--- src/rtl/exp2_pkg.sv ---
// Shared types and constants for the exp2 (antilog) converter.
// The fixed-point log format matches the log2 block.
package exp2_pkg;

    localparam int FRAC_BITS = 5;
    localparam int INT_BITS  = 3;
    localparam int MANT_W    = 16;
    localparam int K_W       = $clog2(FRAC_BITS + 1);
    localparam int SCALE_W   = 24;

    typedef logic [2:-5]        fixed_t;
    typedef logic [MANT_W-1:0]  mant_t;

    typedef enum logic [1:0] {
        IDLE,
        MUL,
        SCALE
    } state_t;

    localparam mant_t ONE_Q15 = 16'h8000;

    // round(2^(2^-k) * 2^15): the factor contributed by fraction bit x[-k]
    localparam mant_t EXP2_FRAC_ROOTS [1:FRAC_BITS] = '{
        16'd46341, 16'd38968, 16'd35734, 16'd34219, 16'd33486
    };

endpackage

--- src/rtl/exp2_mul_q15.sv ---
// Combinational Q1.15 x Q1.15 multiply, rounded half-up back to Q1.15.
module exp2_mul_q15
    import exp2_pkg::*;
(
    input  mant_t a,
    input  mant_t b,
    output mant_t y
);

    logic [31:0] w_prod;
    logic [31:0] w_sum;

    always_comb begin
        w_prod = 32'(a) * 32'(b);
        w_sum  = w_prod + 32'd16384;
        y      = MANT_W'(w_sum >> 15);
    end

endmodule

--- src/rtl/exp2.sv ---
// Iterative 2^x: multiplies in one root constant per set fraction bit,
// then shifts by the integer part and rounds to an 8-bit integer.
module exp2
    import exp2_pkg::*;
(
    input  logic       clk,
    input  logic       rst,
    input  logic       start,
    input  fixed_t     fixed_point_in,
    input  logic       zeroflag_in,
    output logic [7:0] int_out,
    output logic       ready,
    output logic       busy
);

    state_t                r_state;
    logic [K_W-1:0]        r_k;
    mant_t                 r_m;
    logic [INT_BITS-1:0]   r_int;
    logic [FRAC_BITS-1:0]  r_frac;
    logic                  r_zero;
    logic [7:0]            r_int_out;
    logic                  r_ready;
    logic                  r_busy;

    mant_t                 w_coef;
    logic                  w_bit;
    mant_t                 w_prod;
    logic [SCALE_W-1:0]    w_scaled;
    logic [SCALE_W-1:0]    w_round;
    logic [7:0]            w_sat;

    // r_frac[FRAC_BITS-1] holds x[-1], so x[-k] sits at r_frac[FRAC_BITS-k]
    always_comb begin
        w_coef = ONE_Q15;
        w_bit  = 1'b0;
        for (int i = 1; i <= FRAC_BITS; i++) begin
            if (r_k == K_W'(i)) begin
                w_coef = EXP2_FRAC_ROOTS[i];
                w_bit  = r_frac[FRAC_BITS-i];
            end
        end
    end

    exp2_mul_q15 u_mul (
        .a (r_m),
        .b (w_coef),
        .y (w_prod)
    );

    always_comb begin
        w_scaled = SCALE_W'(r_m) << r_int;
        w_round  = (w_scaled + SCALE_W'(16384)) >> 15;
        w_sat    = (w_round > SCALE_W'(255)) ? 8'hFF : w_round[7:0];
    end

    always_ff @(posedge clk) begin
        if (rst) begin
            r_state   <= IDLE;
            r_k       <= '0;
            r_m       <= '0;
            r_int     <= '0;
            r_frac    <= '0;
            r_zero    <= 1'b0;
            r_int_out <= '0;
            r_ready   <= 1'b0;
            r_busy    <= 1'b0;
        end else begin
            case (r_state)
                IDLE: begin
                    if (start) begin
                        r_int   <= fixed_point_in[2:0];
                        r_frac  <= fixed_point_in[-1:-5];
                        r_zero  <= zeroflag_in;
                        r_m     <= ONE_Q15;
                        r_k     <= K_W'(1);
                        r_ready <= 1'b0;
                        r_busy  <= 1'b1;
                        r_state <= MUL;
                    end
                end
                MUL: begin
                    if (w_bit) begin
                        r_m <= w_prod;
                    end
                    r_k <= r_k + K_W'(1);
                    if (r_k == K_W'(FRAC_BITS)) begin
                        r_state <= SCALE;
                    end
                end
                SCALE: begin
                    r_int_out <= r_zero ? 8'd0 : w_sat;
                    r_ready   <= 1'b1;
                    r_busy    <= 1'b0;
                    r_state   <= IDLE;
                end
                default: r_state <= IDLE;
            endcase
        end
    end

    assign int_out = r_int_out;
    assign ready   = r_ready;
    assign busy    = r_busy;

endmodule

--- config.mk ---
export PLATFORM = sky130hd
export DESIGN_NAME = exp2
export DESIGN_NICKNAME = d
export VERILOG_FILES = /design/src/rtl/exp2_pkg.sv /design/src/rtl/exp2_mul_q15.sv /design/src/rtl/exp2.sv
export SDC_FILE = /design/constraint.sdc
export NUM_CORES = 1
export LEC_CHECK = 0
export BUFFER_PORTS_ARGS = -buffer_cell sky130_fd_sc_hd__clkbuf_2
export CORE_ASPECT_RATIO = 0.6
export CORE_MARGIN = 3
export CORE_UTILIZATION = 50
export CTS_BUF_LIST = sky130_fd_sc_hd__clkbuf_16
export DETAILED_ROUTE_END_ITERATION = 10
export GPL_TIMING_DRIVEN = 1
export PLACE_DENSITY = 0.64
export SETUP_SLACK_MARGIN = 0.02
export SLEW_MARGIN = 5
export SYNTH_ARGS = -nofsm -noshare
export SYNTH_HDL_FRONTEND = slang
export SYNTH_HIERARCHICAL = 1
export SYNTH_SLANG_ARGS = --single-unit
--- constraint.sdc ---
create_clock -name clk -period 15.87 [get_ports clk]
set_input_delay 0.7935 -clock clk [delete_from_list [all_inputs] [get_ports clk]]
set_output_delay 0.7935 -clock clk [all_outputs]
set_load 0.005 [all_outputs]
==> key figures <==
Setup path
  – Crit path capture type: flop
  – Category of the critical setup timing path: flop to flop
  – Most Frequent Cell on Critical Path: sky130_fd_sc_hd__fa_1
  – WP data arrival: 8060 ps
  – Crit Path Max Fanout: 17
  – Terminus of the critical flop-to-flop path: r_m[10]
  – CP Data Required Time: 16090 ps
  – Source of the worst register-to-register timing path: r_k[2]
  – Largest delay contributor family on the critical path: adder cells
  – Max stage delay cell, worst path: sky130_fd_sc_hd__a21o_1
  – Count of cells along the worst register-to-register path: 25
  – CP peak stage delay: 620 ps
  – Worst Setup Start Kind: flop
  – R2R Setup Slk: between 8000 and 9000 ps
  – Bufs and invs on worst path: 4

Timing
  – Share of the clock period used by the worst path after layout: about half
  – Setup_tns: 0 ps
  – Max Slew Vio Count: 0
  – Worst Skew: 10.14 ps
  – Number of hold violations in the final report: 0
  – Normalized max-slew margin: around 27%
  – Setup ws final: 8029 ps
  – Max Clock Freq: 127.5 MHz
  – Setup repair after global routing missed its margin: no
  – Final critical-path required period: 7841 ps
  – Worst hold slack across all endpoints: 459.2 ps
  – Least-Margin Pin Slew: roughly 1100 ps
  – Count of final setup violators: 0

Cells and area
  – Multi-input gate area in the final layout: between 0.008 and 0.009 sq mm
  – Post-layout instance count excluding filler cells: 1500
  – Net count of the finished layout: 1544
  – Inserted Diodes: 0
  – Ratio of cells with drive above 1 in the final layout: under 10%
  – Fill cell count: 1899
  – Final core occ: 54.73%
  – Sequential Area: ~800 sq um
  – Synthesis-to-layout area growth: 4.970%

Global route
  – First-pass GRT wire length: 45770 um
  – Met1 Usage GRT: ~42%
  – Grt ovf: 0
  – Met2 Track Usage GR: 31.02%
  – Antenna violations before repair: 1
  – Largest net degree at the start of global routing: 37
  – Vias in the first global route: 8083
  – Total global routing track utilization: 25.30%
  – Met3 GRT Util: 8.821%
  – Most Used Layer, Global Route: met1

Floorplanning
  – Die Y-Extent: 119.2 um
  – Initial core utilization: between 50% and 60%
  – Top-level I/O count: 22
  – Die Outline Area: 0.02319 sq mm
  – Core region area: 0.02047 sq mm
  – Die Width: 194.6 um
  – Row Count: 40

Synthesis
  – Post-Synthesis Cells: approximately 1200
  – Primary flip-flop cell chosen by synthesis mapping: sky130_fd_sc_hd__dfxtp_1
  – Number of flops mapped to enable cells by yosys: 0
  – Async SR Flop Fraction: 0%
  – Seq cells post-synth: 40
  – Number of synthesis warnings: 6
  – Syn_area_per_cell: 8.712 sq um
  – Seq/Total Area, Yosys: under 10%
  – Most area-hungry cell type in the Yosys netlist: sky130_fd_sc_hd__fa_1
  – Area fraction of the dominant cell type after synthesis: a little over a third
  – Largest cells by area after synthesis: sky130_fd_sc_hd__fa_1, sky130_fd_sc_hd__ha_1, sky130_fd_sc_hd__inv_1
  – Combined area of all synthesized cells: about 0.011 sq mm
  – Unique masters post-synth: between 70 and 80

Detailed routing
  – Drt pass-1 iters: 6
  – Detailed Route Iter0 Violations: 658
  – Average vias per placed instance: between 5 and 6
  – Routed wire length: 28070 um
  – Final antenna-violating net count: 0
  – Routed len/inst: about 19 um
  – DRC violation count after routing: 0
  – Number of vias in the routed layout: 8055

Clock tree
  – Hold buffers post-CTS: 0
  – Root Buffer Master: sky130_fd_sc_hd__clkbuf_16
  – CTS sink cnt: 40
  – Buffer depth of the longest clock path: 2
  – TritonCTS clock tree: done
  – Clock edge transition at the registers on the reported setup and hold paths: ~70 ps
  – Clock Latency Late Sink: 300 ps
  – Inserted Clock Buffers: 5
  – CTS H-tree lvls: 2
  – Post-cts gate resize count: 0
  – Postcts setup bufs: 0

Placement
  – IO Port Bufs: 21
  – Sum of net half-perimeters after detailed placement: between 20000 and 25000 um
  – Final GP Congestion: between 0.9 and 1
  – Post-placement cell count: between 1000 and 1500
  – Dpl ws: 8197 ps

Power
  – Power density relative to cell area: 26.88 mW/mm^2
  – Leakage Power: 5.600 nW
  – Worst VDD drop: 0.07286 mV

Run status
  – Outcome: finished clean

Min path
  – Class of the tightest hold or removal check: flop to flop
  – Beginning of the worst hold path: busy
  – End point of the most critical hold path: busy
  – Hold depth: 2

Job
  – Number of max-cap violations: 0
routing by layer:
metal | vias up | part of all wire [%]
met3 | 19 | 12
met5 | - | 0.36
met1 | 3930 | 52
li1 | 3770 | -
met4 | 2 | 0.58
met2 | 334 | 36
synthesized netlist by cell type (2+ instances only):
cell type	number
sky130_fd_sc_hd__o31ai_1	2
sky130_fd_sc_hd__buf_2	2
sky130_fd_sc_hd__clkbuf_8	2
sky130_fd_sc_hd__a211o_1	3
sky130_fd_sc_hd__nand4_1	11
sky130_fd_sc_hd__o21ai_0	23
sky130_fd_sc_hd__a21o_1	4
sky130_fd_sc_hd__nand2_1	191
sky130_fd_sc_hd__o21ai_1	4
sky130_fd_sc_hd__nand2b_1	21
sky130_fd_sc_hd__a22oi_1	2
sky130_fd_sc_hd__nand3_1	7
sky130_fd_sc_hd__clkbuf_2	2
sky130_fd_sc_hd__nand3b_1	2
sky130_fd_sc_hd__and2_1	115
sky130_fd_sc_hd__mux2i_1	31
sky130_fd_sc_hd__a211oi_1	5
sky130_fd_sc_hd__o21a_1	2
sky130_fd_sc_hd__conb_1	2
sky130_fd_sc_hd__a21oi_1	45
sky130_fd_sc_hd__o21ai_2	3
sky130_fd_sc_hd__buf_4	3
sky130_fd_sc_hd__and4_2	2
sky130_fd_sc_hd__fa_1	193
sky130_fd_sc_hd__dfxtp_1	40
sky130_fd_sc_hd__nor2b_1	5
sky130_fd_sc_hd__inv_1	224
sky130_fd_sc_hd__mux2_2	3
sky130_fd_sc_hd__o21bai_1	4
sky130_fd_sc_hd__clkbuf_1	43
sky130_fd_sc_hd__xnor2_1	21
sky130_fd_sc_hd__nor3_1	8
sky130_fd_sc_hd__or2b_1	2
sky130_fd_sc_hd__ha_1	113
sky130_fd_sc_hd__nor2_1	38
sky130_fd_sc_hd__xor2_1	5
sky130_fd_sc_hd__o221ai_1	2
cells by family after synthesis:
family	after synthesis	share of synthesized area, %
flops	40	7.503
fa+ha+maj	306	49.45
buf+inv	279	10.41
other cells	2	0.07037
compound gates	119	7.585
xor+xnor	26	2.134
simple gates	418	19.41
mux	35	3.435
worst max-delay path by stage:
stage | start | end | depth (start not counted)
6_report | r_k[2] | r_m[10] | 25
5_1_grt | r_k[2] | r_m[10] | 25
4_1_cts | r_k[2] | r_m[10] | 25
3_5_place_dp | r_k[2] | r_m[10] | 25
3_3_place_gp | r_k[2] | r_m[10] | 25
2_1_floorplan | r_k[2] | r_m[13] | 30
cell type report:
type	count	share of cell area, %
repair buffers	37	2.010
flip-flops and latches	40	7.148
clock inverters	3	0.3797
inverters	224	7.505
clock buffers	5	1.117
well taps	273	3.049
multi-input cells	918	78.79
cell usage in the layout (no fill, tap or decap), types with 3 or more instances in the layout:
cell type | netlist | final
sky130_fd_sc_hd__a211o_1 | 3 | 3
sky130_fd_sc_hd__a211oi_1 | 5 | 5
sky130_fd_sc_hd__a21o_1 | 4 | 4
sky130_fd_sc_hd__a21oi_1 | 45 | 44
sky130_fd_sc_hd__and2_1 | 115 | 115
sky130_fd_sc_hd__buf_4 | 3 | 16
sky130_fd_sc_hd__clkbuf_16 | 0 | 5
sky130_fd_sc_hd__clkbuf_2 | 2 | 21
sky130_fd_sc_hd__conb_1 | 2 | 14
sky130_fd_sc_hd__dfxtp_1 | 40 | 40
sky130_fd_sc_hd__fa_1 | 193 | 193
sky130_fd_sc_hd__ha_1 | 113 | 113
sky130_fd_sc_hd__inv_1 | 224 | 224
sky130_fd_sc_hd__mux2_2 | 3 | 3
sky130_fd_sc_hd__mux2i_1 | 31 | 31
sky130_fd_sc_hd__nand2_1 | 191 | 191
sky130_fd_sc_hd__nand2b_1 | 21 | 20
sky130_fd_sc_hd__nand3_1 | 7 | 7
sky130_fd_sc_hd__nand4_1 | 11 | 11
sky130_fd_sc_hd__nor2_1 | 38 | 38
sky130_fd_sc_hd__nor2b_1 | 5 | 5
sky130_fd_sc_hd__nor3_1 | 8 | 8
sky130_fd_sc_hd__o21ai_0 | 23 | 21
sky130_fd_sc_hd__o21ai_1 | 4 | 4
sky130_fd_sc_hd__o21ai_2 | 3 | 4
sky130_fd_sc_hd__o21bai_1 | 4 | 4
sky130_fd_sc_hd__xnor2_1 | 21 | 21
sky130_fd_sc_hd__xor2_1 | 5 | 5
worst min-delay path, stage by stage, from the launching register on:
cell,delay [ps]
sky130_fd_sc_hd__dfxtp_1,310
sky130_fd_sc_hd__inv_1,50
sky130_fd_sc_hd__a211oi_1,60
registers in the layout (all words and copies together) (netlist names):
register / count
ready: 1
r_frac: 5
r_m: 16
busy: 1
r_zero: 1
int_out: 8
r_state: 2
r_k: 3
r_int: 3
stage by stage:
stage | power [mW] | instance area [sq um]
floorplan | 0.1573 | 10720
global placement | 0.1794 | 11040
detailed placement | 0.1795 | 11040
CTS | 0.3029 | 11200
global route | 0.3173 | 11200
finish | 0.3012 | 11200
where the power goes:
group	internal (mW)	switching [mW]	total (mW)
clock network	0.0740	0.0470	0.121
logic	0.0225	0.0498	0.0724
registers	0.103	0.00467	0.108
No activity file was read; power rests on OpenSTA's default activity.
